`src/rtl/jtgng_vga_sched.sv`:
```
// VGA-side scheduler for the scan-doubler: H/V sync, ping-pong line RAM read
// addressing and bank selection, with every second line locked to the source LHBL.
module jtgng_vga_sched #(
    parameter int AW      = 8,
    parameter int HS_LEN  = 96,
    parameter int FP_LEN  = 16,
    parameter int LPAD    = 64,
    parameter int RPAD    = 61,
    parameter int BP_LEN  = 48,
    parameter int MAXWAIT = 1023
) (
    input  logic          clk,
    input  logic          rst,
    input  logic          LHBL,
    input  logic          LVBL,
    output logic [AW-1:0] rd_addr,
    output logic          double,
    output logic          rd_sel,
    output logic          wr_bank,
    output logic          wr_en,
    output logic          de,
    output logic          scan_odd,
    output logic          vga_hsync,
    output logic          vga_vsync,
    output logic          unlocked
);

    localparam int ACT_LEN = 2 ** (AW + 1);
    localparam int CMAX    = (MAXWAIT > ACT_LEN) ? MAXWAIT : ACT_LEN;
    localparam int CW      = $clog2(CMAX + 1);

    localparam logic [CW-1:0] HS_M1  = CW'(HS_LEN - 1);
    localparam logic [CW-1:0] FP_M1  = CW'(FP_LEN - 1);
    localparam logic [CW-1:0] LP_M1  = CW'(LPAD - 1);
    localparam logic [CW-1:0] ACT_M1 = CW'(ACT_LEN - 1);
    localparam logic [CW-1:0] RP_M1  = CW'(RPAD - 1);
    localparam logic [CW-1:0] BP_M1  = CW'(BP_LEN - 1);
    localparam logic [CW-1:0] MW_M1  = CW'(MAXWAIT - 1);

    typedef enum logic [2:0] {SYNC, FRONT, LEFT, ACTIVE, RIGHT, BACK} state_t;

    state_t        state;
    logic [CW-1:0] cnt;
    logic          waitmode;
    logic          vsync_req;
    logic          vcnt;
    logic          first_sync;
    logic          lhbl_meta, lhbl_s, lhbl_last;
    logic          lvbl_meta, lvbl_s, lvbl_last;
    logic          lhbl_rise, lhbl_fall, lvbl_fall;
    logic          cnt_zero;

    assign lhbl_rise = lhbl_s & ~lhbl_last;
    assign lhbl_fall = ~lhbl_s & lhbl_last;
    assign lvbl_fall = ~lvbl_s & lvbl_last;
    assign cnt_zero  = (cnt == '0);
    assign wr_en     = lhbl_s;

    always_ff @(posedge clk or posedge rst) begin
        if (rst) begin
            state      <= SYNC;
            cnt        <= HS_M1;
            waitmode   <= 1'b0;
            vsync_req  <= 1'b0;
            vcnt       <= 1'b0;
            first_sync <= 1'b1;
            lhbl_meta  <= 1'b0;
            lhbl_s     <= 1'b0;
            lhbl_last  <= 1'b0;
            lvbl_meta  <= 1'b0;
            lvbl_s     <= 1'b0;
            lvbl_last  <= 1'b0;
            rd_addr    <= '0;
            double     <= 1'b0;
            rd_sel     <= 1'b0;
            wr_bank    <= 1'b0;
            de         <= 1'b0;
            scan_odd   <= 1'b0;
            vga_hsync  <= 1'b1;
            vga_vsync  <= 1'b1;
            unlocked   <= 1'b0;
        end else begin
            lhbl_meta <= LHBL;
            lhbl_s    <= lhbl_meta;
            lhbl_last <= lhbl_s;
            lvbl_meta <= LVBL;
            lvbl_s    <= lvbl_meta;
            lvbl_last <= lvbl_s;

            if (lhbl_fall) wr_bank <= ~wr_bank;

            // Outputs follow the current phase one clock later, all aligned together
            vga_hsync            <= (state != SYNC);
            de                   <= (state == ACTIVE);
            {rd_addr, double}    <= (state == ACTIVE) ? ~cnt[AW:0] : '0;

            first_sync <= 1'b0;
            if (state == SYNC && first_sync && vsync_req) begin
                vga_vsync <= 1'b0;
                vsync_req <= 1'b0;
                vcnt      <= 1'b0;
            end else if (lvbl_fall && vga_vsync) begin
                vsync_req <= 1'b1;
            end

            cnt <= cnt - 1'b1;
            case (state)
                SYNC: begin
                    if (waitmode ? (lhbl_rise || cnt_zero) : cnt_zero) begin
                        state    <= FRONT;
                        cnt      <= FP_M1;
                        waitmode <= ~waitmode;
                        if (waitmode) begin
                            rd_sel   <= ~rd_sel;
                            unlocked <= ~lhbl_rise;
                        end
                    end
                end
                FRONT: if (cnt_zero) begin
                    state    <= LEFT;
                    cnt      <= LP_M1;
                    scan_odd <= ~scan_odd;
                end
                LEFT: if (cnt_zero) begin
                    state <= ACTIVE;
                    cnt   <= ACT_M1;
                end
                ACTIVE: if (cnt_zero) begin
                    state <= RIGHT;
                    cnt   <= RP_M1;
                end
                RIGHT: if (cnt_zero) begin
                    state <= BACK;
                    cnt   <= BP_M1;
                end
                BACK: if (cnt_zero) begin
                    state      <= SYNC;
                    cnt        <= waitmode ? MW_M1 : HS_M1;
                    first_sync <= 1'b1;
                    // Second line boundary of a vsync pulse releases it
                    if (!vga_vsync) begin
                        if (vcnt) vga_vsync <= 1'b1;
                        else      vcnt      <= 1'b1;
                    end
                end
                default: begin
                    state <= SYNC;
                    cnt   <= HS_M1;
                end
            endcase
        end
    end

endmodule

```
`config.mk`:
```
export PLATFORM = sky130hd
export DESIGN_NAME = jtgng_vga_sched
export DESIGN_NICKNAME = d
export VERILOG_FILES = /design/src/rtl/jtgng_vga_sched.sv
export SDC_FILE = /design/constraint.sdc
export NUM_CORES = 1
export LEC_CHECK = 0
export CORE_MARGIN = 1.5
export CORE_UTILIZATION = 55
export CTS_CLUSTER_DIAMETER = 100
export DETAILED_ROUTE_END_ITERATION = 10
export PLACE_DENSITY = 0.84
export SYNTH_ARGS = -nofsm -noshare
export SYNTH_HDL_FRONTEND = slang
export SYNTH_SLANG_ARGS = --single-unit
```
`constraint.sdc`:
```
create_clock -name clk -period 1.95 [get_ports clk]
set_input_delay 0.4875 -clock clk [delete_from_list [all_inputs] [get_ports clk]]
set_output_delay 0.4875 -clock clk [all_outputs]
set_load 0.005 [all_outputs]
```
==> metrics.txt <==
run status finished clean; arrival time worst endpoint roughly 2.1 ns; clk buf depth 2; Num CTS Buffers 5; initial DRC count 54; first-pass GRT wire length 6644 µm; Synth cell types 51; area leader, netlist dfrtp_1; fill count 256; PD cells 590.0 nW/µm²; die area 3683 µm²; synth cell count leaders dfrtp_1 (30), nor2_1 (21), nand2_1 (14), a21oi_1 (9), dfstp_2 (9); Critical Path Start Type flop; leading registers by flop count cnt x10, rd_addr x8, state x3; Area growth, synth to finish 20.30%; Yosys reg bits 39; CTS Hold Buffers Added 0; placed inst area approximately 2100 µm²; antenna violations before repair 0; total power ~1.3 mW; Detailed Routing Iterations Pass 1 5; DRT Wirelength 3941 µm; Top delay family on crit path simple AND/OR/NAND/NOR gates; max cap viols 0; vias in the first global route 1435; Layout Skew 0.004175 ns; Worst EP required around 2.2 ns; post-synthesis mux area share 0%; IO Port Bufs 20; CP cell instances or4_4 -> nor3_4 -> nand3_1 -> o31ai_2; Final Cycle Share 95.52%; syn nets 180; # DRC 0; layout cells sized above 1 16.10%; Largest register FFs 10; Core Region 3103 µm²; # placed instances 241; Ports 21; ANT nets after route 0; Syn Area/Cell 10.52 µm²; XOR/XNOR share of the synthesized area 4.785%; Die Ht 60.69 µm; Critical Path Sink Type flop; yosys warns 0; ranking of synthesized cells by area dfrtp_1 (41%), dfstp_2 (13%), nor2_1 (4.3%), nand2_1 (2.9%), a21oi_1 (2.5%); Post-Synth Adder-Cell Area 1.367%; worst slew pin tran approximately 0.57 ns; Clock Tree Root clkbuf_4; vias 1431; Hold Worst Slack roughly 0.36 ns; Reg clk slew, reported paths 0.11 ns; unrepaired setup endpoints after global routing yes; Synth Area in Compound Gates 15.24%; Leak Pwr about 0.96 nW; Placer Congestion about 0.91; final instance area around 2200 µm²; Most flops, register cnt; initial core utilization just under 60%; sequential area share after synthesis 53.93%; slowest CP cell or4_4; GRT Total Usage 25.38%; Detail Placement HPWL 2823 µm; row cnt 20; CTS H-Tree Depth 2; Crit Path Category reg -> reg; Top FF cell, synth dfrtp_1; most common cell in the netlist dfrtp_1; endpoints failing setup 0; CP Buf/Inv Count 0; Vias/cell 5.747; wire per inst approximately 16 µm; final cell count without fillers 249; fin crit period approximately 1.9 ns; max incr delay on CP 0.59 ns; main combinational cell family by area after synthesis simple AND/OR/NAND/NOR gates; CP Max Fanout 10; fmax between 500 and 600 MHz; Layout Nets 210; Peak VDD IR 0.5391 mV; Hold Path Class reg -> reg; # clock sinks 39; CTS tree built; Post-synth EDFFs 0; GRT Residual Overflow 0; Mapped Area around 1800 µm²; Antenna diodes 0; final hold vios 0; FFs w/ async S/R, synth 100.0%; maximum number of pins on one net before global-route repair 40; clk_lat worst skew 0.35 ns; Post-Syn Instances ~170; Die X 60.69 µm; utilization after layout 70.97%; Simple-Gate Fraction of Synth Area a little over a fifth; Slew Limit Fails 0; post-synth top area share between 40 and 50%; Slew Limit Headroom 62.05%
[cells by family (layout without fill, tap and decap cells)]
| family | after synthesis | in the layout |
|---|---|---|
| simple gates | 69 | 69 |
| fa+ha+maj | 2 | 2 |
| flops | 39 | 39 |
| xor+xnor | 10 | 10 |
| compound gates | 38 | 38 |
| buf+inv | 16 | 47 |
[what timing repair did]
action	4_1_cts	5_1_grt
resized for setup	0	3
endpoints found under the setup margin	0	6
setup buffers	0	0
[final cells by class]
type                       count  area, µm²  share of cell area [%]
timing repair buffer          31      297.8                   13.52
clock inverter                 1      5.005                  0.2273
tap                           44      55.05                   2.500
multi-input combinational    119      782.0                   35.51
sequential                    39      987.2                   44.83
clock buffer                   7      45.04                   2.045
inverter                       8      30.03                   1.364
[per-layer routing]
layer | wire length, µm | GRT usage, % | vias to the layer above
met2 | 1881 | 38.71 | 47
met4 | 128 | 16.15 | 0
met1 | 1691 | 33.20 | 692
met5 | 0 | 0 | -
li1 | - | - | 677
met3 | 240 | 4.904 | 15
[worst paths after layout]
path,from,endpoint,slack [ns],depth (start not counted)
max in group asynchronous,rst,cnt[0],1.22,3
min reg2reg,lvbl_meta,lvbl_s,0.36,0
max,cnt[5],vcnt,0.09,4
max reg2reg,cnt[5],vcnt,0.09,4
min,lvbl_meta,lvbl_s,0.36,0
min in group asynchronous,rst,rd_addr[6],0.49,3
[per-stage QoR]
| step | setup TNS (ns) | worst slack [ns] |
|---|---|---|
| 2_1_floorplan | 0 | 0.1673 |
| 4_1_cts | 0 | 0.009049 |
| 3_5_place_dp | 0 | 0.03753 |
| 6_report | 0 | 0.08731 |
| 3_3_place_gp | 0 | 0.1506 |
| 5_1_grt | -0.04785 | -0.02219 |
[cell usage in the layout, fill, tap and decap left out, types with 3 or more instances in the layout]
| cell | instances |
|---|---|
| nand3_1 | 5 |
| inv_1 | 8 |
| a21oi_1 | 9 |
| buf_4 | 10 |
| xnor2_1 | 5 |
| o21ai_0 | 4 |
| clkdlybuf4s50_1 | 19 |
| nor2b_1 | 3 |
| nand2_1 | 14 |
| nor3_1 | 5 |
| dfstp_2 | 9 |
| clkbuf_4 | 5 |
| nand4_1 | 3 |
| nand2b_1 | 4 |
| dfrtp_1 | 30 |
| nor2_1 | 21 |
| xor2_1 | 5 |
[report_power, final]
| part | leakage, nW | total [mW] | internal (mW) | switching, mW |
|---|---|---|---|---|
| Combinational | 0.447 | 0.0689 | 0.0402 | 0.0288 |
| Clock | 0.0293 | 0.393 | 0.141 | 0.252 |
| Sequential | 0.481 | 0.838 | 0.826 | 0.0112 |
| Total | 0.957 | 1.30 | 1.01 | 0.292 |
No activity file was read; power rests on OpenSTA's default activity.
